## config.mk

```make
export PLATFORM = sky130hd
export DESIGN_NAME = calc_sequencer
export DESIGN_NICKNAME = d
export VERILOG_FILES = /design/src/rtl/calc_pkg.sv /design/src/rtl/calc_iter_unit.sv /design/src/rtl/calc_sequencer.sv
export SDC_FILE = /design/constraint.sdc
export NUM_CORES = 1
export LEC_CHECK = 0
export BUFFER_PORTS_ARGS = -buffer_cell sky130_fd_sc_hd__buf_2
export CAP_MARGIN = 20
export CORE_MARGIN = 5
export CORE_UTILIZATION = 60
export CTS_CLUSTER_SIZE = 40
export DETAILED_ROUTE_END_ITERATION = 6
export MAX_ROUTING_LAYER = met4
export PLACE_DENSITY = 0.81
export SETUP_SLACK_MARGIN = 0.15
export SKIP_LAST_GASP = 1
export SLEW_MARGIN = 10
export SYNTH_ARGS = -nofsm -noshare
export SYNTH_HDL_FRONTEND = slang
export SYNTH_SLANG_ARGS = --single-unit
```

## constraint.sdc

```tcl
create_clock -name clk -period 12.5 [get_ports clk]
set_input_delay 3.125 -clock clk [delete_from_list [all_inputs] [get_ports clk]]
set_output_delay 3.125 -clock clk [all_outputs]
set_load 0.1 [all_outputs]
```

## src/rtl/calc_pkg.sv

```systemverilog
// Shared definitions for the calculator sequencer: operand width default,
// one-hot operation encodings, FSM state type and the digit-key decoder.
package calc_pkg;

  localparam int unsigned OPW_DEFAULT = 4;

  localparam logic [3:0] MODE_ADD = 4'b0001;
  localparam logic [3:0] MODE_MUL = 4'b0010;
  localparam logic [3:0] MODE_SUB = 4'b0100;
  localparam logic [3:0] MODE_DIV = 4'b1000;

  typedef enum logic [1:0] {
    S_IDLE = 2'd0,
    S_CALC = 2'd1,
    S_SHOW = 2'd2
  } state_t;

  // Returns {valid, digit}: bit i of n means digit i+1, all-zero means 0,
  // more than one key pressed is invalid.
  function automatic logic [4:0] decode_num(input logic [8:0] n);
    logic [3:0]  dig;
    int unsigned ones;
    dig  = '0;
    ones = 0;
    for (int unsigned i = 0; i < 9; i++) begin
      if (n[i]) begin
        ones++;
        dig = 4'(i + 1);
      end
    end
    return {(ones <= 1), dig};
  endfunction

endpackage

```

## src/rtl/calc_iter_unit.sv

```systemverilog
// One iteration of the multi-cycle arithmetic: a shift-add multiply step or
// a restoring-division step on a shared 2*OPW working register.
module calc_iter_unit #(
  parameter int unsigned OPW = calc_pkg::OPW_DEFAULT
) (
  input  logic              is_div_i,
  input  logic [2*OPW-1:0]  w_i,
  input  logic [OPW-1:0]    m_i,
  output logic [2*OPW-1:0]  w_o
);

  logic [OPW:0]   sum;
  logic [OPW:0]   hi;
  logic [OPW-1:0] rem;
  logic           ge;

  // Multiply: {acc, multiplier} shifts right, adding the multiplicand when
  // the multiplier LSB is set. Divide: {rem, dividend} shifts left, the
  // trial subtraction decides the quotient bit entering at the LSB.
  always_comb begin
    sum = {1'b0, w_i[2*OPW-1:OPW]} + {1'b0, m_i};
    hi  = w_i[2*OPW-1:OPW-1];
    ge  = (hi >= {1'b0, m_i});
    // A successful trial leaves a value below the divisor, so OPW bits suffice.
    rem = hi[OPW-1:0] - m_i;
    if (is_div_i) begin
      if (ge) w_o = {rem, w_i[OPW-2:0], 1'b1};
      else    w_o = {hi[OPW-1:0], w_i[OPW-2:0], 1'b0};
    end else begin
      if (w_i[0]) w_o = {sum, w_i[OPW-1:1]};
      else        w_o = {1'b0, w_i[2*OPW-1:1]};
    end
  end

endmodule

```

## src/rtl/calc_sequencer.sv

```systemverilog
// Calculator sequencer: digit-key operand loading, edge-detected buttons and
// an IDLE/CALC/SHOW FSM driving single-cycle add/sub and iterative mul/div.
module calc_sequencer #(
  parameter int unsigned OPW = calc_pkg::OPW_DEFAULT
) (
  input  logic           clk,
  input  logic           rst,
  input  logic [8:0]     num,
  input  logic           loada,
  input  logic           loadb,
  input  logic           go,
  input  logic [3:0]     mode,
  output logic [OPW-1:0] a,
  output logic [OPW-1:0] b,
  output logic [7:0]     op,
  output logic           neg,
  output logic           err,
  output logic           busy,
  output logic           done
);
  import calc_pkg::*;

  localparam int unsigned CW = $clog2(OPW) + 1;
  localparam logic [CW-1:0] LAST = CW'(OPW - 1);

  state_t         state_q;
  logic [OPW-1:0] a_q, b_q, opa_q, opb_q;
  logic [3:0]     mode_q;
  logic [7:0]     op_q;
  logic           neg_q, err_q, busy_q, done_q;
  logic           loada_q, loadb_q, go_q, armed_q;
  logic [2*OPW-1:0] w_q, w_d;
  logic [CW-1:0]  cnt_q;

  logic [4:0]     dec;
  logic           loada_edge, loadb_edge, go_edge;
  logic           finish_d, res_neg_d, res_err_d;
  logic [7:0]     res_d;

  calc_iter_unit #(.OPW(OPW)) u_iter (
    .is_div_i (mode_q == MODE_DIV),
    .w_i      (w_q),
    .m_i      (opb_q),
    .w_o      (w_d)
  );

  // Button edges; armed_q masks the first cycle after reset so a button
  // held through reset does not fire.
  always_comb begin
    dec        = decode_num(num);
    loada_edge = armed_q & loada & ~loada_q;
    loadb_edge = armed_q & loadb & ~loadb_q;
    go_edge    = armed_q & go & ~go_q;
  end

  // Result and completion of the current CALC cycle.
  always_comb begin
    finish_d  = 1'b1;
    res_d     = '0;
    res_neg_d = 1'b0;
    res_err_d = 1'b0;
    case (mode_q)
      MODE_ADD: res_d = 8'(opa_q) + 8'(opb_q);
      MODE_SUB: begin
        if (opa_q >= opb_q) begin
          res_d = 8'(opa_q - opb_q);
        end else begin
          res_d     = 8'(opb_q - opa_q);
          res_neg_d = 1'b1;
        end
      end
      MODE_MUL: begin
        finish_d = (cnt_q == LAST);
        res_d    = 8'(w_d);
      end
      MODE_DIV: begin
        if (opb_q == '0) begin
          res_err_d = 1'b1;
        end else begin
          finish_d = (cnt_q == LAST);
          res_d    = 8'(w_d[OPW-1:0]);
        end
      end
      default: res_err_d = 1'b1;
    endcase
  end

  // Sequencer FSM with registered outputs.
  always_ff @(posedge clk) begin
    if (rst) begin
      state_q <= S_IDLE;
      a_q     <= '0;
      b_q     <= '0;
      opa_q   <= '0;
      opb_q   <= '0;
      mode_q  <= '0;
      op_q    <= '0;
      neg_q   <= 1'b0;
      err_q   <= 1'b0;
      busy_q  <= 1'b0;
      done_q  <= 1'b0;
      loada_q <= 1'b0;
      loadb_q <= 1'b0;
      go_q    <= 1'b0;
      armed_q <= 1'b0;
      w_q     <= '0;
      cnt_q   <= '0;
    end else begin
      loada_q <= loada;
      loadb_q <= loadb;
      go_q    <= go;
      armed_q <= 1'b1;
      done_q  <= 1'b0;
      case (state_q)
        S_IDLE, S_SHOW: begin
          if (go_edge) begin
            opa_q   <= a_q;
            opb_q   <= b_q;
            mode_q  <= mode;
            w_q     <= {{OPW{1'b0}}, a_q};
            cnt_q   <= '0;
            busy_q  <= 1'b1;
            state_q <= S_CALC;
          end else begin
            if (loada_edge && dec[4]) a_q <= OPW'(dec[3:0]);
            if (loadb_edge && dec[4]) b_q <= OPW'(dec[3:0]);
          end
        end
        S_CALC: begin
          w_q   <= w_d;
          cnt_q <= cnt_q + 1'b1;
          if (finish_d) begin
            op_q    <= res_d;
            neg_q   <= res_neg_d;
            err_q   <= res_err_d;
            done_q  <= 1'b1;
            busy_q  <= 1'b0;
            state_q <= S_SHOW;
          end
        end
        default: state_q <= S_IDLE;
      endcase
    end
  end

  assign a    = a_q;
  assign b    = b_q;
  assign op   = op_q;
  assign neg  = neg_q;
  assign err  = err_q;
  assign busy = busy_q;
  assign done = done_q;

endmodule

```

# Yosys cells after proc, flatten, opt, wreduce, memory -nomap -nowiden
# Index checks and enable logic that the tools add are counted.
# op_classes
add_sub_neg	14
multipliers	0
n_shift	0
eq_ne	9
bitwise	11
mux	42
n_lt_le_gt_ge	3
div_mod_pow	0
n_reduce_logical	15
# ops
op	count
32-bit by 1-bit adder with 32-bit output (second input constant)	8
32-bit 2-to-1 mux	8
8-bit 2-to-1 mux	5
4-bit 2-to-1 mux	9
32-bit by 1-bit less-or-equal comparator with 1-bit output (second input constant)	1
8-bit one-hot mux with 4 select lines	1
8-bit one-hot mux with 2 select lines	1
4-bit by 4-bit adder with 5-bit output	2
1-bit 2-to-1 mux	10
4-bit by 4-bit subtractor with 5-bit output	2
3-bit AND reduction	3
2-bit AND reduction	4
1-bit AND	6
1-bit one-hot mux with 2 select lines	3
3-bit one-hot mux with 2 select lines	1
5-bit by 4-bit greater-or-equal comparator with 1-bit output	1
1-bit NOT	5
4-bit by 1-bit equality test with 1-bit output (second input constant)	1
4-bit by 2-bit equality test with 1-bit output (second input constant)	1
4-bit by 3-bit equality test with 1-bit output (second input constant)	1
4-bit equality test (second input constant)	1
4-bit greater-or-equal comparator	1
4-bit zero test	1
2-bit 2-to-1 mux	2
other kinds (13)	16
# word_totals
romBits	0
memories	0
latch_bits	0
wordCells	111
mem_bits_rw	0
output_inout_bits	20
input_bits	18
register_bits	49

# Logic depth before layout (Yosys ltp)
# logic_depth
word_depth	20
ltp_mapped	26
ltp_nobuf	25

# By module
# From an unflattened synthesis, not the netlist that was laid out.
# hier_totals
hier_cells	455
hier_area_um2	3622.2
# by_module_without_submodules
mod	area_per_inst_um2	cells_each	seq_area_each_um2	n_inst
calc_sequencer	3091.7	382	980.9	1
calc_iter_unit	530.5	73	0.0	1

# Least setup slack after synthesis
# OpenSTA, ideal clock, no wires.
# synth_path
kind	input port to flip-flop
from	input num[1]
to	register a_q[1] (netlist: a[1])
setup_slack_ps	4303
arrival_ps	8125
setup_ps	72
t_required_ps	12428
path_buffers	1
cell_stages	26
cell_sequence	inv_1 -> ha_1 -> buf_2 -> nand2b_1 -> mux2i_1 -> or2_2 -> ha_1 -> nor2b_1 -> nor2_1 -> ha_1 -> nand2_1 -> o21ai_0 -> o41a_1 -> ha_1 -> mux2_2 -> ha_1 -> mux2_2 -> ha_1 -> nand2_1 -> xnor2_1 -> and3_1 -> o21ai_0 -> a31oi_1 -> o211ai_1 -> nor4b_4 -> mux2i_1
# synth_between
elab_chain_len	18
elab_cells_between_ends	26
cone_classes	add/sub: 7; order compare: 1; mux: 16; reduce/logical: 2
# synth_lines
item	line_no	rtl
start, declared	calc_sequencer.sv:8	input logic [8:0] num,
32-bit 2-to-1 mux	calc_pkg.sv:26	if (n[i]) begin
32-bit by 1-bit adder with 32-bit output	calc_pkg.sv:27	ones++;
32-bit 2-to-1 mux	calc_pkg.sv:26	
32-bit by 1-bit adder with 32-bit output	calc_pkg.sv:27	
32-bit 2-to-1 mux	calc_pkg.sv:26	
32-bit by 1-bit adder with 32-bit output	calc_pkg.sv:27	
32-bit 2-to-1 mux	calc_pkg.sv:26	
32-bit by 1-bit adder with 32-bit output	calc_pkg.sv:27	
[2 not listed]	-	
32-bit 2-to-1 mux	calc_pkg.sv:26	
32-bit by 1-bit adder with 32-bit output	calc_pkg.sv:27	
32-bit 2-to-1 mux	calc_pkg.sv:26	
32-bit by 1-bit adder with 32-bit output	calc_pkg.sv:27	
32-bit 2-to-1 mux	calc_pkg.sv:26	
32-bit by 1-bit less-or-equal comparator with 1-bit output	calc_pkg.sv:31	return {(ones <= 1), dig};
1-bit logical AND	calc_sequencer.sv:125	if (loada_edge && dec[4]) a_q <= OPW'(dec[3:0]);
3-bit AND reduction (no source line)	-	
end signal, assigned	calc_sequencer.sv:125	
end, declared	calc_sequencer.sv:27	logic [OPW-1:0] a_q, b_q, opa_q, opb_q;
# Several ways; a longest one is shown, not always the timed one.
# A chain may end at the register's enable or synchronous reset.

# Worst setup path after layout
# layout_path
from	input num[1]
to	register b_q[3] (netlist: b[3])
# layout_between
elab_chain_len	18
# layout_lines
item	line_no	rtl
32-bit 2-to-1 mux *	calc_pkg.sv:26	
32-bit by 1-bit adder with 32-bit output	calc_pkg.sv:27	
32-bit 2-to-1 mux *	calc_pkg.sv:26	
32-bit by 1-bit adder with 32-bit output	calc_pkg.sv:27	
32-bit 2-to-1 mux *	calc_pkg.sv:26	
32-bit by 1-bit adder with 32-bit output	calc_pkg.sv:27	
32-bit 2-to-1 mux *	calc_pkg.sv:26	
32-bit by 1-bit adder with 32-bit output	calc_pkg.sv:27	
[2 not listed]	-	
32-bit 2-to-1 mux *	calc_pkg.sv:26	
32-bit by 1-bit adder with 32-bit output	calc_pkg.sv:27	
32-bit 2-to-1 mux *	calc_pkg.sv:26	
32-bit by 1-bit adder with 32-bit output	calc_pkg.sv:27	
32-bit 2-to-1 mux *	calc_pkg.sv:26	
32-bit by 1-bit less-or-equal comparator with 1-bit output *	calc_pkg.sv:31	
1-bit logical AND *	calc_sequencer.sv:126	if (loadb_edge && dec[4]) b_q <= OPW'(dec[3:0]);
3-bit AND reduction (no source line) *	-	
end signal, assigned	calc_sequencer.sv:126	
end, declared	calc_sequencer.sv:27	
# Every way passes the cells marked *; elsewhere a longest branch is shown, timed or not.

==> flow_metrics.py <==
metrics = {
    "run_status": {
        "status": "finished clean",
    },
    "timing": {
        "relSlewSlack_pct": 51.3,
        "worst_pin_slew_ps": 731,
        "setup_tns_ps": 0,
        "hold_viol": 0,
        "fmax_ghz": 0.117,
        "rsz0062_at_grt": "no",
        "skew_ps": 10.7,
        "setup_viol": 0,
        "period_share_pct": 68.6,
        "drv_slew": 0,
        "period_needed_ps": 8580,
    },
    "clock_tree": {
        "cts_tree": "done",
        "cts_max_path_buffers": 2,
        "htree_levels": 2,
        "insertion_delay_ps": 310,
        "cts_setup_buffers": 0,
        "cts-root-buf": "clkbuf_8",
        "clock_sinks": 49,
        "clk_transition_reported_paths_ps": 100,
        "cts_inserted_buffers": 5,
        "cts_hold_buffers": 0,
        "post_cts_resized": 0,
    },
    "layout": {
        "final_cell_mix": "nand2_1 (66), dfxtp_1 (49), nor2_1 (44), a21oi_1 (44), buf_2 (37)",
        "final_common_cell": "nand2_1",
        "fin_util_pct": 67.1,
        "areaGrowthSynthToFinish_pct": 7.19,
        "antenna_cells": 0,
        "layout-drive-gt1-share_pct": 13.0,
        "final_nets": 546,
    },
    "logic_synthesis": {
        "syn-instance-count": 471,
        "ys_ff_latch": 49,
        "async_flop_share_pct": 0,
        "netlist-cell-type-count": 71,
        "synth_edf_count": 0,
        "ys_warn_count": 0,
        "postSynthAreaPerCell_sq_um": 8.01,
        "syn-cell-area_sq_um": 3770,
        "synth_fp_nets": 526,
        "synth_flop_cell": "dfxtp_1",
        "yosysSeqAreaShare_pct": 26.0,
    },
    "power_and_ir_drop": {
        "p_leak_nw": 1.61,
        "irDropWorstVdd_mv": 0.0734,
        "p_per_area_nw_per_um2": 95.7,
    },
    "critical_path": {
        "path_max_fanout": 7,
        "ff2ff_setup_slack_ps": 9470,
        "crit_type": "input pin to flip-flop",
        "startpoint_type": "input pin",
        "cp.arrival_ps": 8820,
        "critPathRequiredTime_ps": 12740,
        "end_kind": "flip-flop",
    },
    "routing": {
        "viasPerCell": 6.05,
        "drc": 0,
        "initialDrtViolationCount": 289,
        "firstDrtPassIters": 5,
        "wl_um": 9180,
        "antenna_left": 0,
        "wire_per_inst_um": 16.2,
        "vias": 3428,
    },
    "placed_design": {
        "gp_congestion": 0.929,
        "place_hpwl_um": 7150,
        "numPortBuffers": 37,
    },
    "die": {
        "coreArea_sq_um": 6030,
        "die_y_um": 89.3,
        "fp.dieW_um": 89.3,
        "rows": 28,
        "die_area_sq_um": 7980,
        "start_util_pct": 62.6,
        "ios": 38,
    },
    "global_routing": {
        "grt_pass1_wl_um": 15200,
        "grt_usage_pct": 25.2,
        "grt_max_degree": 42,
        "grt_pass1_vias": 3264,
        "overflow": 0,
        "antenna_found_initial": 0,
    },
    "job": {
        "cap_violations": 0,
    },
    "hold_path": {
        "hold_path.class": "flip-flop to flip-flop",
    },
}
-- synthesized netlist by cell type (3+ instances only) --
library cell	instances	area, sq um
nor3_1	10	50.1
mux2i_1	16	160
nor2b_1	12	75.1
nor4b_1	4	35.0
nand2b_1	3	18.8
dfxtp_1	49	981
o21ai_0	19	95.1
o211ai_1	3	22.5
nand3_1	11	55.1
nor2_1	44	165
nor4_1	3	18.8
nand2_1	66	248
a21o_1	4	30.0
and2_1	3	18.8
and4b_1	3	30.0
clkbuf_1	18	67.6
inv_1	24	90.1
buf_2	3	15.0
ha_1	32	400
a211oi_1	4	30.0
nor3b_1	4	30.0
a31oi_1	7	43.8
xor2_1	4	35.0
buf_1	3	11.3
xnor2_1	10	87.6
a21oi_1	44	220
fa_1	5	100
a221oi_1	3	26.3
-- critical path: stages --
cell and delay (ps):
buf_2 110, inv_1 80, ha_1 410, nand2b_1 140, mux2i_1 120, or2_2 320, ha_1 300, nor2b_1 300
nor2_1 90, ha_1 300, nand2_1 60, o21ai_0 80, o41a_1 150, ha_1 300, mux2_2 310, ha_1 320
mux2_2 280, ha_1 220, nand2_1 80, xnor2_1 250, o21ai_0 220, xnor2_1 180, a2bb2o_1 150, o211ai_1 190
nor4b_4 470, mux2i_1 260
-- cell type report --
cell class	instances	area (sq um)
clock buffers	5	68.8
well taps	75	93.8
flip-flops and latches	49	981
multi-input cells	371	2580
inverters	24	90.1
repair buffers	40	208
clock inverters	3	21.3
fillers	513	1980
-- sequential cells by signal (all words and copies together), names as in the netlist, 2 cells and up --
| register | cells |
|---|---|
| op | 8 |
| b | 4 |
| mode_q | 4 |
| a | 4 |
| w_q | 8 |
| state_q | 2 |
| opa_q | 4 |
| opb_q | 4 |
| cnt_q | 3 |
-- where the power goes --
group / switching (W) / internal, W / total [W]
logic: 0.0000787 / 0.0000471 / 0.000126
registers: 0.00000516 / 0.000160 / 0.000166
clock network: 0.0000559 / 0.0000398 / 0.0000957
total: 0.000140 / 0.000247 / 0.000387
-- cell families (layout without fill, tap and decap cells) --
family                   after synthesis  in the layout  share of synthesized area (%)
flip-flops                            49             49                           26.0
AND/OR/NAND/NOR                      183            183                           24.9
XOR/XNOR                              18             18                           5.34
multiplexers                          19             19                           5.24
AO/OA/AOI/OAI                        114            114                           19.7
adder cells (fa/ha/maj)               37             37                           13.3
buffers and inverters                 51             72                           5.57
-- routing by layer --
metal / GRT usage, % / part of all wire [%] / up-vias
met1: 29.9 / 42 / 1597
met2: 43.9 / 51 / 94
met3: 2.86 / 4.1 / 23
met4: 8.93 / 2.6 / 0
met5: - / 0 / -
li1: - / - / 1714
-- metrics by stage --
| step | setup slack [ps] | cells | total power [W] | instance area, sq um | hold WS (ps) |
|---|---|---|---|---|---|
| final | 3920 | 567 | 0.000387 | 4050 | 454 |
| after global routing | 3560 | 567 | 0.000408 | 4050 | 484 |
| after CTS | 3960 | 567 | 0.000388 | 4050 | 457 |
| after detailed placement | 3610 | 559 | 0.000294 | 3960 | 446 |
| after global placement | 3930 | 559 | 0.000291 | 3960 | 436 |
| after floorplan | 4300 | 471 | 0.000270 | 3770 | 445 |
-- final timing paths --
path	cells after the start	end	start
max	26	b[3]	num[1]
min	2	op[7]	op[7]
max reg2reg	10	op[5]	opb_q[1]
min reg2reg	2	op[7]	op[7]
Note: power is estimated with default switching activity, not from simulation.
